--- config.mk ---
export PLATFORM = sky130hd
export DESIGN_NAME = radar_sweep_ctrl
export DESIGN_NICKNAME = d
export VERILOG_FILES = /design/src/rtl/radar_pkg.sv /design/src/rtl/radar_timer.sv /design/src/rtl/radar_sweep_ctrl.sv
export SDC_FILE = /design/constraint.sdc
export NUM_CORES = 1
export LEC_CHECK = 0
export CORE_UTILIZATION = 51
export DETAILED_ROUTE_END_ITERATION = 8
export GPL_TIMING_DRIVEN = 0
export PLACE_DENSITY = 0.8
export REMOVE_ABC_BUFFERS = 1
export SETUP_SLACK_MARGIN = 0.1
export SLEW_MARGIN = 5
export SYNTH_ARGS = -nofsm -noshare
export SYNTH_HDL_FRONTEND = slang
export SYNTH_SLANG_ARGS = --single-unit
--- constraint.sdc ---
create_clock -name clk -period 2.5 [get_ports clk]
set_clock_uncertainty 0.15 [all_clocks]
set_input_delay 0.375 -clock clk [delete_from_list [all_inputs] [get_ports clk]]
set_output_delay 0.375 -clock clk [all_outputs]
set_load 0.02 [all_outputs]
--- src/rtl/radar_pkg.sv ---
// Shared types and constants for the radar sweep controller.
package radar_pkg;

  typedef enum logic [2:0] {
    StIdle,
    StSettle,
    StTrig,
    StWait,
    StNext,
    StDone
  } state_e;

  localparam logic [1:0] POS_LEFT   = 2'b00;
  localparam logic [1:0] POS_CENTRE = 2'b01;
  localparam logic [1:0] POS_RIGHT  = 2'b10;

  // Wide enough for any practical ranger; users slice to their distance width.
  localparam int unsigned DistMaxW = 64;
  localparam logic [DistMaxW-1:0] DIST_TIMEOUT = '1;

  function automatic int unsigned max_u(input int unsigned a, input int unsigned b);
    return (a > b) ? a : b;
  endfunction

endpackage

--- src/rtl/radar_timer.sv ---
// Phase timer: up-counter with synchronous clear and a terminal-count compare against a
// selectable limit. Saturates at the limit so tc stays asserted until cleared.
module radar_timer #(
  parameter int unsigned Width = 8
) (
  input  logic             clk,
  input  logic             rst_n,
  input  logic             clr,
  input  logic             en,
  input  logic [Width-1:0] limit,
  output logic             tc
);

  logic [Width-1:0] count_q, count_d;

  assign tc = (count_q == limit);

  always_comb begin
    count_d = count_q;
    if (clr) begin
      count_d = '0;
    end else if (en && !tc) begin
      count_d = count_q + 1'b1;
    end
  end

  always_ff @(posedge clk or negedge rst_n) begin
    if (!rst_n) begin
      count_q <= '0;
    end else begin
      count_q <= count_d;
    end
  end

endmodule

--- src/rtl/radar_sweep_ctrl.sv ---
// Radar sweep sequencer: steps the servo left/centre/right, triggers one range measurement per
// position and latches each result. Define RADAR_CONTINUOUS_EN to repeat sweeps until abort.
module radar_sweep_ctrl #(
  parameter int unsigned SETTLE_CYCLES  = 25_000_000,
  parameter int unsigned TIMEOUT_CYCLES = 2_000_000,
  parameter int unsigned DIST_W         = 16
) (
  input  logic              clk,
  input  logic              rst_n,
  input  logic              start,
  input  logic              abort,
  output logic [1:0]        ctr,
  output logic              trig_req,
  input  logic              meas_done,
  input  logic [DIST_W-1:0] dist_in,
  output logic [DIST_W-1:0] dist_l,
  output logic [DIST_W-1:0] dist_c,
  output logic [DIST_W-1:0] dist_r,
  output logic [2:0]        valid,
  output logic [2:0]        tout,
  output logic              busy,
  output logic              done
);

  import radar_pkg::*;

  localparam int unsigned TimerW = $clog2(max_u(SETTLE_CYCLES, TIMEOUT_CYCLES) + 1);
  localparam logic [TimerW-1:0] SettleLim  = TimerW'(SETTLE_CYCLES - 1);
  localparam logic [TimerW-1:0] TimeoutLim = TimerW'(TIMEOUT_CYCLES - 1);
  localparam logic [DIST_W-1:0] DistTimeout = DIST_TIMEOUT[DIST_W-1:0];

`ifdef RADAR_CONTINUOUS_EN
  localparam bit Continuous = 1'b1;
`else
  localparam bit Continuous = 1'b0;
`endif

  state_e state_q, state_d;

  logic [1:0]        pos_q, pos_d;
  logic [2:0]        valid_q, valid_d;
  logic [2:0]        tout_q, tout_d;
  logic [DIST_W-1:0] dist_l_q, dist_l_d;
  logic [DIST_W-1:0] dist_c_q, dist_c_d;
  logic [DIST_W-1:0] dist_r_q, dist_r_d;

  logic              abort_act;
  logic [2:0]        pos_oh;
  logic              cap_en;
  logic [DIST_W-1:0] cap_val;

  logic              timer_clr;
  logic              timer_en;
  logic [TimerW-1:0] timer_limit;
  logic              timer_tc;

  // abort is meaningless in IDLE, so it only takes effect once a sweep is running.
  assign abort_act = abort && (state_q != StIdle);
  assign pos_oh    = 3'b001 << pos_q;

  // Every state entry restarts the phase timer.
  assign timer_clr   = (state_d != state_q);
  assign timer_en    = (state_q == StSettle) || (state_q == StWait);
  assign timer_limit = (state_q == StSettle) ? SettleLim : TimeoutLim;

  radar_timer #(
    .Width(TimerW)
  ) u_timer (
    .clk  (clk),
    .rst_n(rst_n),
    .clr  (timer_clr),
    .en   (timer_en),
    .limit(timer_limit),
    .tc   (timer_tc)
  );

  always_ff @(posedge clk or negedge rst_n) begin
    if (!rst_n) begin
      state_q <= StIdle;
    end else begin
      state_q <= state_d;
    end
  end

  always_comb begin
    state_d = state_q;
    if (abort_act) begin
      state_d = StIdle;
    end else begin
      case (state_q)
        StIdle:   if (start) state_d = StSettle;
        StSettle: if (timer_tc) state_d = StTrig;
        StTrig:   state_d = StWait;
        StWait:   if (meas_done || timer_tc) state_d = StNext;
        StNext:   state_d = (pos_q == POS_RIGHT) ? StDone : StSettle;
        StDone:   state_d = Continuous ? StSettle : StIdle;
        default:  state_d = StIdle;
      endcase
    end
  end

  always_comb begin
    ctr      = POS_CENTRE;
    trig_req = 1'b0;
    done     = 1'b0;
    busy     = (state_q != StIdle);
    case (state_q)
      StSettle, StWait, StNext: ctr = pos_q;
      StTrig: begin
        ctr      = pos_q;
        trig_req = !abort_act;
      end
      StDone:  done = !abort_act;
      default: ;
    endcase
  end

  always_comb begin
    pos_d    = pos_q;
    valid_d  = valid_q;
    tout_d   = tout_q;
    dist_l_d = dist_l_q;
    dist_c_d = dist_c_q;
    dist_r_d = dist_r_q;
    cap_en   = 1'b0;
    cap_val  = dist_in;
    if (!abort_act) begin
      case (state_q)
        StIdle: begin
          if (start) begin
            pos_d   = POS_LEFT;
            valid_d = '0;
            tout_d  = '0;
          end
        end
        StWait: begin
          // A measurement landing on the timeout cycle still counts as a measurement.
          if (meas_done) begin
            cap_en  = 1'b1;
            valid_d = valid_q | pos_oh;
          end else if (timer_tc) begin
            cap_en  = 1'b1;
            cap_val = DistTimeout;
            tout_d  = tout_q | pos_oh;
          end
        end
        StNext: begin
          if (pos_q != POS_RIGHT) pos_d = pos_q + 2'd1;
        end
        StDone: begin
          if (Continuous) begin
            pos_d   = POS_LEFT;
            valid_d = '0;
            tout_d  = '0;
          end
        end
        default: ;
      endcase
    end
    if (cap_en) begin
      if (pos_oh[0]) dist_l_d = cap_val;
      if (pos_oh[1]) dist_c_d = cap_val;
      if (pos_oh[2]) dist_r_d = cap_val;
    end
  end

  always_ff @(posedge clk or negedge rst_n) begin
    if (!rst_n) begin
      pos_q    <= POS_LEFT;
      valid_q  <= '0;
      tout_q   <= '0;
      dist_l_q <= '0;
      dist_c_q <= '0;
      dist_r_q <= '0;
    end else begin
      pos_q    <= pos_d;
      valid_q  <= valid_d;
      tout_q   <= tout_d;
      dist_l_q <= dist_l_d;
      dist_c_q <= dist_c_d;
      dist_r_q <= dist_r_d;
    end
  end

  assign dist_l = dist_l_q;
  assign dist_c = dist_c_q;
  assign dist_r = dist_r_q;
  assign valid  = valid_q;
  assign tout   = tout_q;

endmodule

Word level (Yosys, flattened, before mapping)

Cells that the tools add are included.

Register bits after elaboration: 84
Bits of input ports: 21

Add/subtract/negate cells: 2
Equal/unequal tests: 14
Shift-type cells: 1
Multiplexer cells: 29
Bitwise logic cells: 3
Reductions and logical operators: 18

Operators with widths:

| kind                    | number |
|---|---|
| $mux W25                | 3 |
| $mux W16                | 4 |
| $mux W3                 | 9 |
| $add A25 B1 Y25 const B | 1 |
| $eq A25 B25 Y1          | 1 |
| $pmux W3 S5             | 1 |
| $ne A2 B2 Y1 const B    | 6 |
| $pmux W3 S2             | 2 |
| $reduce_and A4 Y1       | 2 |
| $eq A3 B2 Y1 const B    | 2 |
| $eq A3 B3 Y1 const B    | 2 |
| $mux W1                 | 6 |
| $mux W2                 | 3 |
| $or A3 B3 Y3            | 2 |
| $reduce_and A2 Y1       | 3 |
| $reduce_bool A2 Y1      | 3 |
| $reduce_and A5 Y1       | 1 |
| $pmux W2 S2             | 1 |
| $reduce_or A4 Y1        | 1 |
| $eq A3 B1 Y1 const B    | 1 |
| $logic_not A3 Y1        | 1 |
| $ne A3 B3 Y1            | 1 |
| $reduce_bool A3 Y1      | 1 |
| $shl A1 B2 Y3 const A   | 1 |
| other kinds (6)         | 9 |

Logic depth before layout (Yosys ltp)

Gate-level depths: netlist of the first run.

Depth in word-level cells: 9
Mapped depth: 8
Gate-level depth less buffers: 7

Cells and area by module

Synthesis of the first run repeated with hierarchy kept, for this count alone.

Cell total of the unflattened synthesis: 369
Area total of the unflattened synthesis: 4,166.5 µm²

By module, submodules not included:

| module           | instances | cells each | area each (µm²) |
|---|---|---|---|
| radar_sweep_ctrl | 1         | 184        | 2,411.1 |
| radar_timer      | 1         | 185        | 1,755.4 |

Worst setup path before layout of the first run

No wires, ideal clock.

Path type: reg-to-reg
Start: register state_q[2]
End: register u_timer.count_q[12]
Data arrival time: 2,028 ps
Data required time: 2,277 ps
Path slack: 249 ps
Cell stages (with the launch flop): 8
Path buffers: 2
Period minus slack after synthesis: 2,251 ps
Cells stage by stage: dfrtp_1 -> buf_6 -> or3b_4 -> and4_4 -> o211a_1 -> buf_6 -> or4_4 -> a21oi_2

Longest elaborated chain between the ends: 9
Elaborated cells between the ends (all ways): 21
Classes of those cells: eq/ne (6); mux (7); reduce/logical (8)

Ends and longest elaborated chain:

| what                                                  | RTL line                                                               | text |
|---|---|---|
| start, declared                                       | radar_sweep_ctrl.sv:38                                                 | `state_e state_q, state_d;` |
| start signal, assigned                                | radar_sweep_ctrl.sv:79                                                 | `state_q <= StIdle;` |
| start signal, assigned                                | radar_sweep_ctrl.sv:81                                                 | `state_q <= state_d;` |
| $eq A3 B1 Y1                                          | radar_sweep_ctrl.sv:63, radar_sweep_ctrl.sv:64, radar_sweep_ctrl.sv:90 |  |
| $mux W25                                              | radar_sweep_ctrl.sv:64                                                 | `assign timer_limit = (state_q == StSettle) ? SettleLim : TimeoutLim;` |
| $eq A25 B25 Y1                                        | radar_timer.sv:16                                                      | `assign tc = (count_q == limit);` |
| $logic_or A1 B1 Y1                                    | radar_sweep_ctrl.sv:94                                                 | `StWait: if (meas_done \|\| timer_tc) state_d = StNext;` |
| $mux W3                                               | radar_sweep_ctrl.sv:94                                                 |  |
| $pmux W3 S5                                           | radar_sweep_ctrl.sv:90                                                 | `case (state_q)` |
| $mux W3                                               | radar_sweep_ctrl.sv:87                                                 | `if (abort_act) begin` |
| $ne A3 B3 Y1                                          | radar_sweep_ctrl.sv:62                                                 | `assign timer_clr = (state_d != state_q);` |
| $mux W25 / $reduce_bool A2 Y1 (equally long branches) | --                                                                     |  |
| end signal, assigned                                  | radar_timer.sv:31                                                      | `count_q <= count_d;` |
| end, declared                                         | radar_timer.sv:14                                                      | `logic [Width-1:0] count_q, count_d;` |

Several ways; a longest one is shown, not always the timed one.
A chain may end at the register's enable or synchronous reset.

Worst setup path after layout of the first run

Start: register u_timer.count_q[15]
End: register dist_c_q[5] (netlist: dist_c[5])

Longest elaborated chain between the ends: 6
Elaborated cells between the ends (all ways): 10
Classes of those cells: eq/ne (1); mux (8); reduce/logical (1)

Ends and longest elaborated chain:

| what                               | RTL line                | text |
|---|---|---|
| $eq A25 B25 Y1 (*)                 | radar_timer.sv:16       |  |
| $mux W1                            | radar_sweep_ctrl.sv:141 | `end else if (timer_tc) begin` |
| $mux W1                            | radar_sweep_ctrl.sv:138 | `if (meas_done) begin` |
| $mux W1                            | radar_sweep_ctrl.sv:128 | `case (state_q)` |
| $mux W1                            | radar_sweep_ctrl.sv:127 | `if (!abort_act) begin` |
| $reduce_and A2 Y1 (no source line) | --                      |  |
| end signal, assigned               | radar_sweep_ctrl.sv:180 | `dist_c_q <= dist_c_d;` |
| end, declared                      | radar_sweep_ctrl.sv:44  | `logic [DIST_W-1:0] dist_c_q, dist_c_d;` |

Every way passes the cells marked *; elsewhere a longest branch is shown, timed or not.

==> impl_metrics.json, run 1 <==
{
  "power.density_nw_per_um2": 527,
  "antenna_cells": 0,
  "tightest_slew_ps": 708,
  "cp-end-kind": "flip-flop",
  "n_fill_cell": 568,
  "synth_edf_count": 0,
  "drv_cap": 0,
  "syn_area_um2": 3870,
  "yosys_warnings": 0,
  "grt_pass1_wl_mm": 15.3,
  "drt_iter0_markers": 283,
  "die_y_um": 89.1,
  "via_count": 3279,
  "drv_slew": 0,
  "required_ps": 2640,
  "ys_ff_latch": 84,
  "cts.sinks": 84,
  "fin_crit_sh_pct": 94.4,
  "hpwlAfterDp_mm": 6.39,
  "fin_nets": 472,
  "routed_wirelength_mm": 10.1,
  "htree_levels": 3,
  "wl_met3_um": 623,
  "seqCellArea_um2": 2110,
  "antenna_found_initial": 0,
  "ys_top_cells_by_area": "dfrtp_1 54%, o22a_1 11%, nand2_1 2.8%",
  "async_flop_share_pct": 100,
  "insertion_delay_ps": 340,
  "ys_seq_area_share_pct": 54.4,
  "row_count": 31,
  "layout_common_cells": "80 x dfrtp_1, 74 x clkdlybuf4s50_1, 48 x o22a_1, 26 x nand2_1, 19 x nor2_1",
  "route.detailed.drc": 0,
  "grt_setup_unrepaired": "true",
  "crit_type": "flip-flop to flip-flop",
  "leakagePower_nw": 2.20,
  "multiInputGateArea_um2": 1750,
  "ctsLongestPathBuffers": 2,
  "instances_no_fill": 550,
  "status": "complete, no violations",
  "dieArea_um2": 7930,
  "dp_cells": 514,
  "ir_drop_v": 0.000358,
  "setup_viol": 0,
  "cts-root-buf": "clkbuf_8",
  "synthCells": 354,
  "dr_wl_met2_mm": 4.73,
  "wl_met1_mm": 4.48,
  "synth.distinct_cells": 52,
  "slew_headroom_pct": 52.3,
  "final_common_cell": "dfrtp_1",
  "max_freq_mhz": 424,
  "drive_gt1_share_pct": 14.2,
  "finalCriticalPeriod_ps": 2360,
  "grt_pass1_vias": 3066,
  "cts_tree": "yes",
  "fin_ws_ps": 139,
  "min_path_type": "input port to async pin",
  "grt_remaining_overflow": 0,
  "hold_viol_final": 0,
  "area_growth_pct": 33.7,
  "antenna_left": 0,
  "numCtsBuffers": 9,
  "synth.avg_cell_area_um2": 10.9,
  "grt_util_all_layers_pct": 25.6,
  "pre_cts_ws_ps": -381,
  "cp_max_fo": 10,
  "yosysTopAreaCell": "dfrtp_1",
  "dr.max_layer_used": "met4",
  "wire_per_inst_um": 18.3,
  "clkTransAtPathRegs_ps": 90,
  "gp_congestion": 0.906,
  "first_pass_iters": 4,
  "routed_via_density": 5.96,
  "arrival_ps": 2500,
  "initial_core_util_pct": 53.0,
  "synth_ff_type": "dfrtp_1",
  "critPathLaunchType": "flip-flop",
  "core_um2": 7290,
  "pin_count": 80,
  "grt_start_max_net_pins": 55,
  "synth_top_area_share_pct": 54.4,
  "die_x_um": 89.1,
  "port_buffers": 79
}
critical path, stage by stage, from the launching register on:
cell and delay, ps:
dfrtp_2 450, or4b_4 540, nor4_4 340, o211a_4 320, o211a_2 330, o22a_1 180
registers in the layout (all words and copies together), names as in the netlist:
signal and cells:
dist_r 16, tout 3, dist_c 16, pos_q 2
dist_l 16, state_q 3, valid 3, u_timer.count_q 25
per-stage QoR:
stage	utilization (%)	setup TNS [ps]	area, um2	total power [W]	hold slack, ps
after floorplan	-	-4510	3760	0.00156	-70.6
after global placement	64.1	-198630	4670	0.00171	301
after global routing	70.9	0	5170	0.00282	348
final	70.9	0	5170	0.00272	334
after CTS	69.1	0	5040	0.00270	333
after detailed placement	64.7	-17670	4720	0.00173	188
path summary, 6_finish.rpt:
check	start	end	slack, ps	cells after the start
min in group clk	valid[0]$_DFFE_PN0P_	valid[0]$_DFFE_PN0P_	340	2
worst max register to register	u_timer.count_q[15]$_DFFE_PN0P_	dist_c[5]$_DFFE_PN0P_	140	5
worst min-delay path	rst_n	dist_l[3]$_DFFE_PN0P_	330	2
worst min register to register	valid[0]$_DFFE_PN0P_	valid[0]$_DFFE_PN0P_	340	2
worst max-delay path	u_timer.count_q[15]$_DFFE_PN0P_	dist_c[5]$_DFFE_PN0P_	140	5
max in group asynchronous	rst_n	u_timer.count_q[15]$_DFFE_PN0P_	1250	3
power breakdown:
part	internal, W	switching (W)
Clock	0.000462	0.000488
Sequential	0.00138	0.0000239
Combinational	0.000168	0.000197
Total	0.00201	0.000709
timing repair:
action                                  4_1_cts  5_1_grt
cloned                                        0        3
hold buffers                                  1        0
resized for setup                            18        8
pin swaps                                     1        4
setup buffers                                 8        9
hold endpoints to repair                     30        0
endpoints found under the setup margin       83       63
cell type report:
cell class | instances | share of cell area, %
clock inverter | 5 | 1.21
multi-input combinational | 245 | 33.9
timing repair buffer | 99 | 18.6
tap | 99 | 2.40
sequential | 84 | 40.8
inverter | 8 | 0.581
clock buffer | 10 | 2.47
Yosys cell counts (3+ instances only):
cell type  number
a21oi_1        13
nand2b_1        5
nor4_1          5
o31ai_1         5
dfrtp_1        84
xor2_1          4
or2_2           4
or3_1          10
or2_1           3
or4_1           3
nand4_1         4
a22o_1          3
inv_1           8
buf_6           3
o22a_1         48
ha_1            4
a31oi_1         6
clkbuf_1       13
nand3_1        16
nor3_1          6
nand2_1        29
o21ai_0        13
xnor2_1         7
nor2_1         20
cells by family (layout without fill, tap and decap cells):
kind of cell | count (synthesis) | in the layout | synth area share, %
buffers and inverters | 28 | 122 | 3.56
AO/OA/AOI/OAI | 103 | 106 | 20.4
XOR/XNOR | 11 | 11 | 2.49
flip-flops | 84 | 84 | 54.4
adder cells (fa/ha/maj) | 4 | 4 | 1.29
AND/OR/NAND/NOR | 124 | 124 | 17.9
per-layer routing:
layer | track usage (%) | vias to the layer above
met5 | 0 | -
met4 | 11.4 | 0
met3 | 3.51 | 19
met2 | 41.3 | 132
met1 | 34.8 | 1612
li1 | - | 1516
Power figures use the tool's default switching activity.
==> run 2, diff against run 1 <==
--- a/config.mk
+++ b/config.mk
@@ -5,10 +5,10 @@
 export SDC_FILE = /design/constraint.sdc
 export NUM_CORES = 1
 export LEC_CHECK = 0
-export CORE_UTILIZATION = 51
+export CORE_UTILIZATION = 50
 export DETAILED_ROUTE_END_ITERATION = 8
 export GPL_TIMING_DRIVEN = 0
-export PLACE_DENSITY = 0.8
+export PLACE_DENSITY = 0.78
 export REMOVE_ABC_BUFFERS = 1
 export SETUP_SLACK_MARGIN = 0.1
 export SLEW_MARGIN = 5
==> run 2 against run 1 <==
Clock-buffer cell count up 1. Register-to-register slack worse by 20 ps. Utilization down 2.2 points. Die area up 2.0%.
==> impl_metrics.json, run 2 (synthesis gave the netlist of run 1 again) <==
{
  "status": "complete, no violations",
  "drv_slew": 0,
  "drv_cap": 0,
  "largest-register": "u_timer.count_q",
  "grt_start_max_net_pins": 58,
  "largest_reg_flops": 25,
  "grt_remaining_overflow": 0,
  "die_y_um": 89.9,
  "row_count": 31,
  "antenna_left": 0,
  "n_fill_cell": 578,
  "critPathLaunchType": "flip-flop",
  "fin_ws_ps": 118,
  "area_growth_pct": 30.9,
  "path_depth": 5,
  "ctsLongestPathBuffers": 2,
  "path_delay_family": "simple AND/OR/NAND/NOR gates",
  "layout_common_cells": "81 x dfrtp_1, 74 x clkdlybuf4s50_1, 48 x o22a_1, 26 x nand2_1, 19 x nor2_1",
  "via_count": 3234,
  "route.detailed.drc": 0,
  "dieArea_um2": 8090,
  "fin_nets": 461,
  "cp_max_fo": 16,
  "crit_path_frequent_cell": "o211a_4",
  "post-route-util_pct": 68.7,
  "grt_pass1_vias": 3102,
  "grt_pass1_wl_mm": 16.1,
  "r2r_cells": 5,
  "slew_headroom_pct": 50.5,
  "cts_tree": "yes",
  "antenna_found_initial": 0,
  "cpPeakStageDelay_ps": 560,
  "crit_buf_inv": 0,
  "pre_cts_ws_ps": -395,
  "holdPathStages": 1,
  "gp_congestion": 0.877,
  "first_pass_iters": 5,
  "final_common_cell": "dfrtp_1",
  "crit_type": "flip-flop to flip-flop",
  "required_ps": 2640,
  "fin_tns_setup_ps": 0,
  "critPathSlowestCell": "or4b_4",
  "grt_util_all_layers_pct": 25.0,
  "grt_setup_unrepaired": "true",
  "fin_crit_sh_pct": 95.3,
  "drt_iter0_markers": 177,
  "arrival_ps": 2520,
  "cp-end-kind": "flip-flop",
  "die_x_um": 89.9,
  "min_path_type": "flip-flop to flip-flop",
  "routed_via_density": 5.99,
  "insertion_delay_ps": 350,
  "whs_ps": 338,
  "hold_viol_final": 0,
  "core_um2": 7370,
  "ir_drop_v": 0.000277,
  "crit_chain": "or4b_4 -> nor4_4 -> o211a_4 -> o211a_4 -> o22a_1",
  "wire_per_inst_um": 18.0,
  "pin_count": 80,
  "max_freq_mhz": 420,
  "initial_core_util_pct": 52.5,
  "cts.sinks": 84,
  "cts-root-buf": "clkbuf_8",
  "finalCriticalPeriod_ps": 2380,
  "htree_levels": 3,
  "power.density_nw_per_um2": 518,
  "leakagePower_nw": 2.16,
  "drive_gt1_share_pct": 12.2,
  "setup_viol": 0,
  "tightest_slew_ps": 735,
  "numCtsBuffers": 9,
  "routed_wirelength_mm": 9.70,
  "port_buffers": 79,
  "clkTransAtPathRegs_ps": 80,
  "antenna_cells": 0,
  "hpwlAfterDp_mm": 6.55
}
[run 2: final timing paths]
path	from	end	slack, ps
max in group asynchronous	rst_n	state_q[1]$_DFF_PN0_	1220
worst max-delay path	u_timer.count_q[15]$_DFFE_PN0P_	dist_l[1]$_DFFE_PN0P_	120
worst max register to register	u_timer.count_q[15]$_DFFE_PN0P_	dist_l[1]$_DFFE_PN0P_	120
min in group asynchronous	rst_n	dist_l[15]$_DFFE_PN0P_	370
worst min register to register	dist_c[12]$_DFFE_PN0P_	dist_c[12]$_DFFE_PN0P_	340
worst min-delay path	dist_c[12]$_DFFE_PN0P_	dist_c[12]$_DFFE_PN0P_	340
[run 2: final cells by class]
type | instances | area, um2 | share of cell area, %
repair buffers | 91 | 907 | 17.9
flip-flops and latches | 84 | 2110 | 41.6
multi-input cells | 242 | 1710 | 33.9
clock inverters | 5 | 37.5 | 0.742
well taps | 99 | 124 | 2.45
clock buffers | 11 | 141 | 2.79
inverters | 8 | 30.0 | 0.593
[run 2: power breakdown]
group / internal [W] / switching (W) / total (W)
Combinational: 0.000150 / 0.000182 / 0.000332
Sequential: 0.00138 / 0.0000263 / 0.00141
Clock: 0.000390 / 0.000490 / 0.000880
[run 2: metal layers]
metal  track usage [%]  share of wire [%]  vias to the layer above  routed length (um)
li1                  -                  -                     1486                   -
met1              35.6                 44                     1610                4300
met2              39.0                 49                      116                4730
met3              3.64                4.3                       22                 413
met4              9.54                2.5                        0                 245
met5                 0                  0                        -                   0
[run 2: metrics by stage]
step | area (um2) | total power, W | instances
floorplan | 3760 | 0.00156 | 334
global placement | 4670 | 0.00171 | 512
detailed placement | 4720 | 0.00174 | 514
CTS | 4970 | 0.00261 | 533
global route | 5060 | 0.00272 | 540
finish | 5060 | 0.00262 | 540
[run 2: what timing repair did]
item	in CTS	in global routing
gates cloned	0	0
endpoints found under the setup margin	73	65
pin swaps	1	1
setup buffers	2	7
gates resized for setup	16	9
endpoints found under the hold margin	27	0
hold buffers	1	0
[run 2: worst register-to-register path, delay by kind of cell, from the launching register on]
family          cells  cell delay, ps
flops               1             460
compound gates      3             820
simple gates        2             900
